$ cat config.mk
export PLATFORM = sky130hd
export DESIGN_NAME = sand_brush_painter
export DESIGN_NICKNAME = d
export VERILOG_FILES = /design/src/rtl/sand_brush_painter.sv
export SDC_FILE = /design/constraint.sdc
export NUM_CORES = 1
export LEC_CHECK = 0
export CORE_ASPECT_RATIO = 0.9
export CORE_MARGIN = 2
export CORE_UTILIZATION = 44
export CTS_BUF_LIST = sky130_fd_sc_hd__clkbuf_4 sky130_fd_sc_hd__clkbuf_8
export DETAILED_ROUTE_END_ITERATION = 16
export GPL_ROUTABILITY_DRIVEN = 0
export PLACE_DENSITY = 0.73
export SLEW_MARGIN = 20
export SYNTH_ARGS = -nofsm -noshare
export SYNTH_HDL_FRONTEND = slang
export SYNTH_SLANG_ARGS = --single-unit
$ cat constraint.sdc
create_clock -name clock -period 3.81 [get_ports clock]
set_input_delay 1.143 -clock clock [delete_from_list [all_inputs] [get_ports clock]]
set_output_delay 1.143 -clock clock [all_outputs]
set_load 0.01 [all_outputs]
$ cat src/rtl/sand_brush_painter.sv
// Brush rasteriser for the falling-sand grid: walks a circular footprint around
// a latched centre and issues one req/gnt memory write per in-bounds cell.
module sand_brush_painter #(
  parameter int GRID_W = 640,
  parameter int GRID_H = 480,
  parameter int ADDR_W = 19
) (
  input  logic              clock,
  input  logic              reset,
  input  logic              start,
  input  logic [10:0]       brush_x,
  input  logic [9:0]        brush_y,
  input  logic [1:0]        brush_r,
  input  logic [1:0]        brush_t,
  output logic              busy,
  output logic              done,
  output logic              mem_req,
  output logic [ADDR_W-1:0] mem_addr,
  output logic [1:0]        mem_data,
  input  logic              mem_gnt,
  output logic [1:0]        dbg_state
);

  // Memory port handshake: mem_req stays high with mem_addr/mem_data frozen
  // until the arbiter returns mem_gnt; a write happens on every req & gnt cycle.

  typedef enum logic [1:0] {
    S_IDLE = 2'd0,
    S_SCAN = 2'd1,
    S_REQ  = 2'd2,
    S_DONE = 2'd3
  } state_t;

  state_t state_q, state_d;

  logic [10:0]       x_q;
  logic [9:0]        y_q;
  logic [1:0]        r_q;
  logic [1:0]        t_q;
  logic signed [2:0] dx_q, dy_q;
  logic [ADDR_W-1:0] addr_q;
  logic [1:0]        data_q;

  logic signed [2:0]  r_s;
  logic signed [2:0]  r_in_neg;
  logic               at_last;
  logic signed [2:0]  dx_nxt, dy_nxt;
  logic [2:0]         adx, ady;
  logic [4:0]         sq_sum, sq_lim;
  logic               in_mask;
  logic signed [11:0] cx, cy;
  logic               in_x, in_y, qualify;
  logic [ADDR_W-1:0]  addr_calc;

  // ---------------------------------------------------------------- datapath
  always_comb begin
    r_s      = signed'({1'b0, r_q});
    r_in_neg = -signed'({1'b0, brush_r});
    at_last  = (dx_q == r_s) && (dy_q == r_s);

    if (dx_q == r_s) begin
      dx_nxt = -r_s;
      dy_nxt = dy_q + 3'sd1;
    end else begin
      dx_nxt = dx_q + 3'sd1;
      dy_nxt = dy_q;
    end

    // |offset| is at most 3, so squares and the r*r+r limit fit in 5 bits.
    adx     = dx_q[2] ? 3'(-dx_q) : 3'(dx_q);
    ady     = dy_q[2] ? 3'(-dy_q) : 3'(dy_q);
    sq_sum  = ({2'b00, adx} * {2'b00, adx}) + ({2'b00, ady} * {2'b00, ady});
    sq_lim  = ({3'b000, r_q} * {3'b000, r_q}) + {3'b000, r_q};
    in_mask = (sq_sum <= sq_lim);

    // 12-bit signed cell coordinates so x-3 / y-3 go negative instead of wrapping.
    cx   = signed'({1'b0, x_q}) + {{9{dx_q[2]}}, dx_q};
    cy   = signed'({2'b00, y_q}) + {{9{dy_q[2]}}, dy_q};
    in_x = !cx[11] && ($unsigned(cx) < 12'(GRID_W));
    in_y = !cy[11] && ($unsigned(cy) < 12'(GRID_H));

    qualify   = in_mask && in_x && in_y;
    addr_calc = ADDR_W'($unsigned(cy)) * ADDR_W'(GRID_W) + ADDR_W'($unsigned(cx));
  end

  always_ff @(posedge clock) begin
    if (reset) begin
      x_q    <= '0;
      y_q    <= '0;
      r_q    <= '0;
      t_q    <= '0;
      dx_q   <= '0;
      dy_q   <= '0;
      addr_q <= '0;
      data_q <= '0;
    end else begin
      case (state_q)
        S_IDLE: begin
          if (start) begin
            x_q  <= brush_x;
            y_q  <= brush_y;
            r_q  <= brush_r;
            t_q  <= brush_t;
            dx_q <= r_in_neg;
            dy_q <= r_in_neg;
          end
        end
        S_SCAN: begin
          if (qualify) begin
            addr_q <= addr_calc;
            data_q <= t_q;
          end else if (!at_last) begin
            dx_q <= dx_nxt;
            dy_q <= dy_nxt;
          end
        end
        S_REQ: begin
          // The offset only moves on grant, so a stalled request stays put.
          if (mem_gnt && !at_last) begin
            dx_q <= dx_nxt;
            dy_q <= dy_nxt;
          end
        end
        default: ;
      endcase
    end
  end

  // ------------------------------------------------------------------- FSM
  always_ff @(posedge clock) begin
    if (reset) state_q <= S_IDLE;
    else       state_q <= state_d;
  end

  always_comb begin
    state_d = state_q;
    case (state_q)
      S_IDLE: if (start) state_d = S_SCAN;
      S_SCAN: begin
        if (qualify)      state_d = S_REQ;
        else if (at_last) state_d = S_DONE;
      end
      S_REQ: begin
        if (mem_gnt) state_d = at_last ? S_DONE : S_SCAN;
      end
      S_DONE:  state_d = S_IDLE;
      default: state_d = S_IDLE;
    endcase
  end

  always_comb begin
    busy      = (state_q != S_IDLE);
    done      = (state_q == S_DONE);
    mem_req   = (state_q == S_REQ);
    mem_addr  = addr_q;
    mem_data  = data_q;
    dbg_state = state_q;
  end

endmodule
# Yosys cells after proc, flatten, opt, wreduce, memory -nomap -nowiden
# Index checks and enable logic that the tools add are counted.
[classes]
muxes = 19
eq_ne = 11
n_lt_le_gt_ge = 3
reduce_logical = 16
add_sub_neg = 11
n_mul = 4
[op_table]
columns = ["cell", "n"]
rows = [
  ["3-bit two-way mux", 11],
  ["19-bit by 12-bit adder with 19-bit output", 1],
  ["3-bit case mux with 3 select lines", 2],
  ["11-bit by 12-bit adder with 12-bit output", 1],
  ["11-bit by 3-bit adder with 12-bit output", 1],
  ["12-bit by 10-bit less-than comparator with 1-bit output, second input constant", 1],
  ["12-bit by 9-bit less-than comparator with 1-bit output, second input constant", 1],
  ["12-bit by 3-bit multiplier with 12-bit output, second input constant", 1],
  ["3-bit by 3-bit multiplier with 5-bit output", 2],
  ["2-bit two-way mux", 5],
  ["2-bit case mux with 4 select lines", 1],
  ["3-bit by 2-bit adder with 3-bit output, second input constant", 2],
  ["3-bit equality test", 2],
  ["1-bit logical AND", 6],
  ["2-bit inequality test, second input constant", 3],
  ["2-bit negation with 3-bit output", 2],
  ["3-bit negation", 2],
  ["4-bit by 2-bit adder with 5-bit output", 1],
  ["5-bit adder", 1],
  ["5-bit <= comparator", 1],
  ["5-bit AND reduction", 1],
  ["2-bit equality test, second input constant", 2],
  ["2-bit by 2-bit multiplier with 4-bit output", 1],
  ["2-bit by 1-bit inequality test with 1-bit output, second input constant", 2],
  ["other kinds (8)", 11],
]
[totals]
regBits = 54

# Depth between registers and ports, before layout
[depth]
ltp_word = 9
mapped_depth = 18
ltp_nobuf = 18

# Worst setup path after synthesis
# Ideal clock, no wire load.
[synth_path]
path_kind = "reg2reg"
startpoint = "register dy_q[0]"
endpoint = "register addr_q[10], in the netlist mem_addr[10]"
slack_ns = -0.344
synth_period_minus_slack_ns = 4.154
n_path_buf = 1
t_arrival_ns = 4.027
setup_ns = 0.128
stages_incl_launch_ff = 18
path_cell_list = "dfxtp_1 > inv_1 > ha_1 > mux2i_1 > nor2_1 > ha_1 > o21bai_1 > fa_1 > ha_1 > ha_1 > o21ai_0 > a21oi_1 > nor4_1 > o2111ai_2 > nor4_4 > buf_6 > mux2i_1 > nor2_1"
[synth_via]
elab_chain_cells = 8
elab_cells_between_ends = 14
cone_classes = "4 x add/sub; 2 x mul; 2 x order compare; 1 x mux; 5 x reduce/logical"
[synth_lines]
columns = ["element", "line", "rtl"]
rows = [
  ["start, declared", "40", "logic signed [2:0] dx_q, dy_q;"],
  ["start signal, assigned", "105", "dy_q <= r_in_neg;"],
  ["start signal, assigned", "114", "dy_q <= dy_nxt;"],
  ["start signal, assigned", "121", "dy_q <= dy_nxt;"],
  ["parallel branches: the longest is 8 deep, another holds 19-bit by 12-bit adder with 19-bit output", "-", ""],
  ["end signal, assigned", "110", "addr_q <= addr_calc;"],
  ["end, declared", "41", "logic [ADDR_W-1:0] addr_q;"],
]
# Parallel ways; which one is timed is not known.
# A chain may end at the register's enable or synchronous reset.

# Final worst setup path
[layout_path]
startpoint = "register dy_q[0]"
endpoint = "register state_q[0], in the netlist dbg_state[0]"
[layout_via]
elab_chain_cells = 9
elab_cells_between_ends = 17
cone_classes = "3 x add/sub; 1 x mul; 2 x order compare; 2 x eq/ne; 3 x mux; 6 x reduce/logical"
[layout_lines]
columns = ["element", "line", "rtl"]
rows = [
  ["3-bit negation", "71", "ady = dy_q[2] ? 3'(-dy_q) : 3'(dy_q);"],
  ["3-bit two-way mux", "71", ""],
  ["3-bit by 3-bit multiplier with 5-bit output", "72", "sq_sum = ({2'b00, adx} * {2'b00, adx}) + ({2'b00, ady} * {2'b00, ady});"],
  ["5-bit adder", "72", ""],
  ["5-bit <= comparator", "74", "in_mask = (sq_sum <= sq_lim);"],
  ["1-bit logical AND (2 in series)", "82", "qualify = in_mask && in_x && in_y;"],
  ["2-bit two-way mux / 3-bit inequality test (equally long branches)", "-", ""],
  ["2-bit case mux with 4 select lines / 3-bit AND reduction (equally long branches)", "-", ""],
  ["end signal, assigned", "132", "else state_q <= state_d;"],
  ["end, declared", "34", "state_t state_q, state_d;"],
]
# Several ways; a longest one is shown, not always the timed one.

==> qor.log <==
INFO  place          placement.setup.worst_slack=-196ps
INFO  sta            final_max_slew_viol_count=0
INFO  worst_setup_path max_fo_critical_path=4
INFO  clock_tree     worst_skew_pair_latency=330ps
INFO  worst_setup_path critical_path.startpoint_type=flop
INFO  clock_tree     cts_root_buf=sky130_fd_sc_hd__clkbuf_8
INFO  clock_tree     tritoncts_sink_count=54
INFO  worst_setup_path critical_path.endpoint=dbg_state[0]
INFO  outcome        violations=DRC, setup timing
INFO  worst_setup_path worst_path_max_delay_cell=sky130_fd_sc_hd__fa_1
INFO  floorplanning  die_x=113µm
INFO  worst_setup_path crit_top_cell=sky130_fd_sc_hd__ha_4
INFO  synth          ys_ff_latch=54
INFO  synth          synth-warning-count=0
INFO  final_layout   final_nets=780
INFO  routing        drt-vias-per-instance=5.61
INFO  final_layout   final_cell_area=6260µm²
INFO  floorplanning  design.die.area=11600µm²
INFO  synth          most_numerous_cell_in_the_yosys_netlist=sky130_fd_sc_hd__nand2_1
INFO  outcome        status=finished, violations left
INFO  sta            final.setup_skew=9.73ps
INFO  global_routing grt_max_degree=51
INFO  floorplanning  design.core.area=10300µm²
INFO  worst_setup_path worstPathCellList=inv_4 -> ha_4 -> mux2i_2 -> nor2_1 -> ha_2 -> o21bai_4 -> fa_1 -> ha_4 -> ha_4 -> nand4b_1 -> o21ai_1 -> a21oi_2 -> nor4_2 -> o2111ai_2 -> buf_4 -> nor4b_2 -> buf_4 -> o21ai_0 -> a22oi_1
INFO  routing        drt_first_iter_violations=213
INFO  place          detailedPlacementHpwl=9230µm
INFO  synth          yosysTopAreaCellShare=22.9%
INFO  worst_setup_path arrival=4150ps
INFO  sta            relSlewSlack=37.6%
INFO  clock_tree     total_clock_buffers_created_by_cts=5
INFO  worst_setup_path worst_setup_path_start=dy_q[0]
INFO  synth          post_synth_instance_area=4720µm²
INFO  floorplanning  design.portCount=55
INFO  routing        remaining_drc_errors=2
INFO  clock_tree     h-tree-depth=2
INFO  place          placed_area=5830µm²
INFO  floorplanning  die-height=102µm
INFO  worst_setup_path timing.reg2reg.worst_path_depth=19
INFO  global_routing grt_pass1_vias=4463
INFO  final_layout   drive_gt1_share=22.1%
INFO  hold_path      min_path_type=flop to flop
INFO  clock_tree     tritoncts_clock_tree=done
INFO  power          power_per_cell_area=974nW/µm²
INFO  global_routing grt.overflow.total=0
INFO  sta            grt_setup_unrepaired=true
INFO  clock_tree     clk_path_buf_depth=2
INFO  worst_setup_path type_of_element_capturing_the_critical_path=flop
INFO  clock_tree     cts.clk_slew.worst_paths=110ps
INFO  global_routing globalRouteMet3Util=3.14%
INFO  synth          synth_sequential_area_ratio=22.9%
INFO  synth          synth_common_cells=sky130_fd_sc_hd__nand2_1 (76), sky130_fd_sc_hd__ha_1 (63), sky130_fd_sc_hd__dfxtp_1 (54), sky130_fd_sc_hd__nor2_1 (47), sky130_fd_sc_hd__a21oi_1 (46)
INFO  power          ir_worst_vdd=0.490mV
INFO  synth          synthDistinctLibCells=74
INFO  sta            fmax=257MHz
INFO  worst_setup_path regToRegSetupSlack=-90ps
INFO  sta            final.period_utilization=102%
INFO  routing        routed_vias=4558
INFO  sta            layout_min_cycle_time=3900ps
INFO  global_routing global_route.usage.met2=37.3%
INFO  place          place.port_buffers=54
INFO  worst_setup_path worstReg2RegStart=dy_q[0]
INFO  job            max_cap_viol_count=0
INFO  floorplanning  row_count=35
INFO  sta            finalSetupViolations=17
INFO  global_routing antenna_found_initial=0
INFO  synth          synth.net_count=669
INFO  synth          postSynth.asyncResetShare=0%
INFO  sta            worst_pin_slew=934ps
INFO  routing        ant_nets=0
INFO  sta            timing.final.ws_setup=-87.3ps
INFO  synth          netlist_top_cells_area=sky130_fd_sc_hd__dfxtp_1 (23%), sky130_fd_sc_hd__ha_1 (17%), sky130_fd_sc_hd__nand2_1 (6.0%)
INFO  global_routing use_met1=25.9%
INFO  worst_setup_path required=4060ps
INFO  global_routing grt_pass1_wl=19700µm
INFO  worst_setup_path critPathMaxStageDelay=540ps
INFO  synth          synth.largest_area_cell=sky130_fd_sc_hd__dfxtp_1
INFO  worst_setup_path worstSetupPathType=flop to flop
INFO  global_routing groute.usage.overall=20.7%
INFO  floorplanning  initial_utilization=45.7%
INFO  routing        post_drt_wl_per_cell=15.0µm
INFO  synth          netlist_instances=572
INFO  routing        firstDrtPassIters=11
INFO  synth          synth_top_flop_cell=sky130_fd_sc_hd__dfxtp_1
INFO  synth          syn_avg_cell_area=8.25µm²
INFO  final_layout   antenna-diode-count=0
INFO  power          p_leak=2.73nW
INFO  worst_setup_path timing.rr.end=dbg_state[0]
INFO  synth          synth_enable_flop_cells=0
INFO  routing        detail_route.wirelength=12200µm
INFO  final_layout   layout-area-overhead-vs-synth=32.7%
INFO  sta            report.final.hold_viol_count=0
INFO  global_routing globalRoute.busiestLayer=met2
-- repair_timing --
action | 4_1_cts | 5_1_grt
hold buffers | 0 | 0
setup buffers | 5 | 6
gates cloned | 1 | 2
resized for setup | 13 | 25
setup endpoints to repair | 29 | 29
pin swaps | 6 | 13
-- power breakdown --
group          switching (W)  total (W)  internal, W
combinational        0.00253    0.00490      0.00237
sequential          0.000106   0.000780     0.000674
clock               0.000216   0.000416     0.000201
total                0.00285    0.00610      0.00324
-- cell type report --
cell class	instances	area [µm²]
Inverter	29	111
Multi-Input combinational cell	467	3600
Sequential cell	54	1100
Timing Repair Buffer	126	1180
Clock buffer	5	68.8
Clock inverter	3	48.8
Fill cell	895	4070
Tap cell	129	161
-- routing by layer --
metal,up-vias,wire length (µm)
met2,113,6020
met3,19,483
met5,-,0
met4,0,169
met1,2139,5500
li1,2287,-
-- flip-flops by register name (all words and copies together), names as in the netlist --
| register | flops |
|---|---|
| mem_addr | 19 |
| x_q | 11 |
| y_q | 10 |
| dx_q | 3 |
| dy_q | 3 |
| dbg_state | 2 |
| mem_data | 2 |
| r_q | 2 |
| t_q | 2 |
-- worst min-delay path by stage --
stage,from,to,depth (start not counted)
after global routing,x_q[3],x_q[3],2
final,t_q[1],t_q[1],2
after CTS,t_q[1],t_q[1],2
after global placement,t_q[0],t_q[0],2
after floorplan,t_q[0],t_q[0],2
after detailed placement,t_q[1],t_q[1],2
-- metrics by stage --
stage	util (%)	TNS [ps]	std cells	hold WS, ps	power [W]
6_report	60.6	-339	813	463	0.00610
2_1_floorplan	-	-171	572	436	0.00398
3_3_place_gp	56.4	-938	792	442	0.00521
3_5_place_dp	56.4	-2980	792	452	0.00533
5_1_grt	60.6	-5610	813	488	0.00666
4_1_cts	58.8	-778	805	467	0.00594
-- worst max-delay path: cells and delay by family (launching register included) --
kind	cells	cell delay [ps]
adders and majority gates	5	1400
AOI/OAI and AO/OA	6	840
and+or+nand+nor	4	590
buffers and inverters	3	430
DFF	1	380
muxes	1	180
-- cell families after synthesis --
group | synth area share (%)
simple gates | 20.8
compound gates | 23.2
fa+ha+maj | 18.8
flops | 22.9
buf+inv | 4.91
xor+xnor | 5.75
mux | 3.61
-- cell usage in the layout (no fill, tap or decap), drive strengths merged, types with 5 or more instances in the layout --
| cell type | instances |
|---|---|
| o21a | 6 |
| buf | 71 |
| a211oi | 17 |
| o21ai | 23 |
| nor2 | 55 |
| nor2b | 8 |
| xnor2 | 20 |
| fa | 5 |
| a21oi | 47 |
| nand3 | 8 |
| xor2 | 11 |
| nor3 | 7 |
| or3 | 8 |
| ha | 63 |
| mux2i | 17 |
| nand2 | 76 |
| inv | 29 |
| nor4 | 8 |
| o31ai | 5 |
| and2 | 6 |
| a21o | 11 |
| o211ai | 6 |
| dfxtp | 54 |
| clkbuf | 7 |
| clkdlybuf4s50 | 53 |
Note: power is estimated with default switching activity, not from simulation.
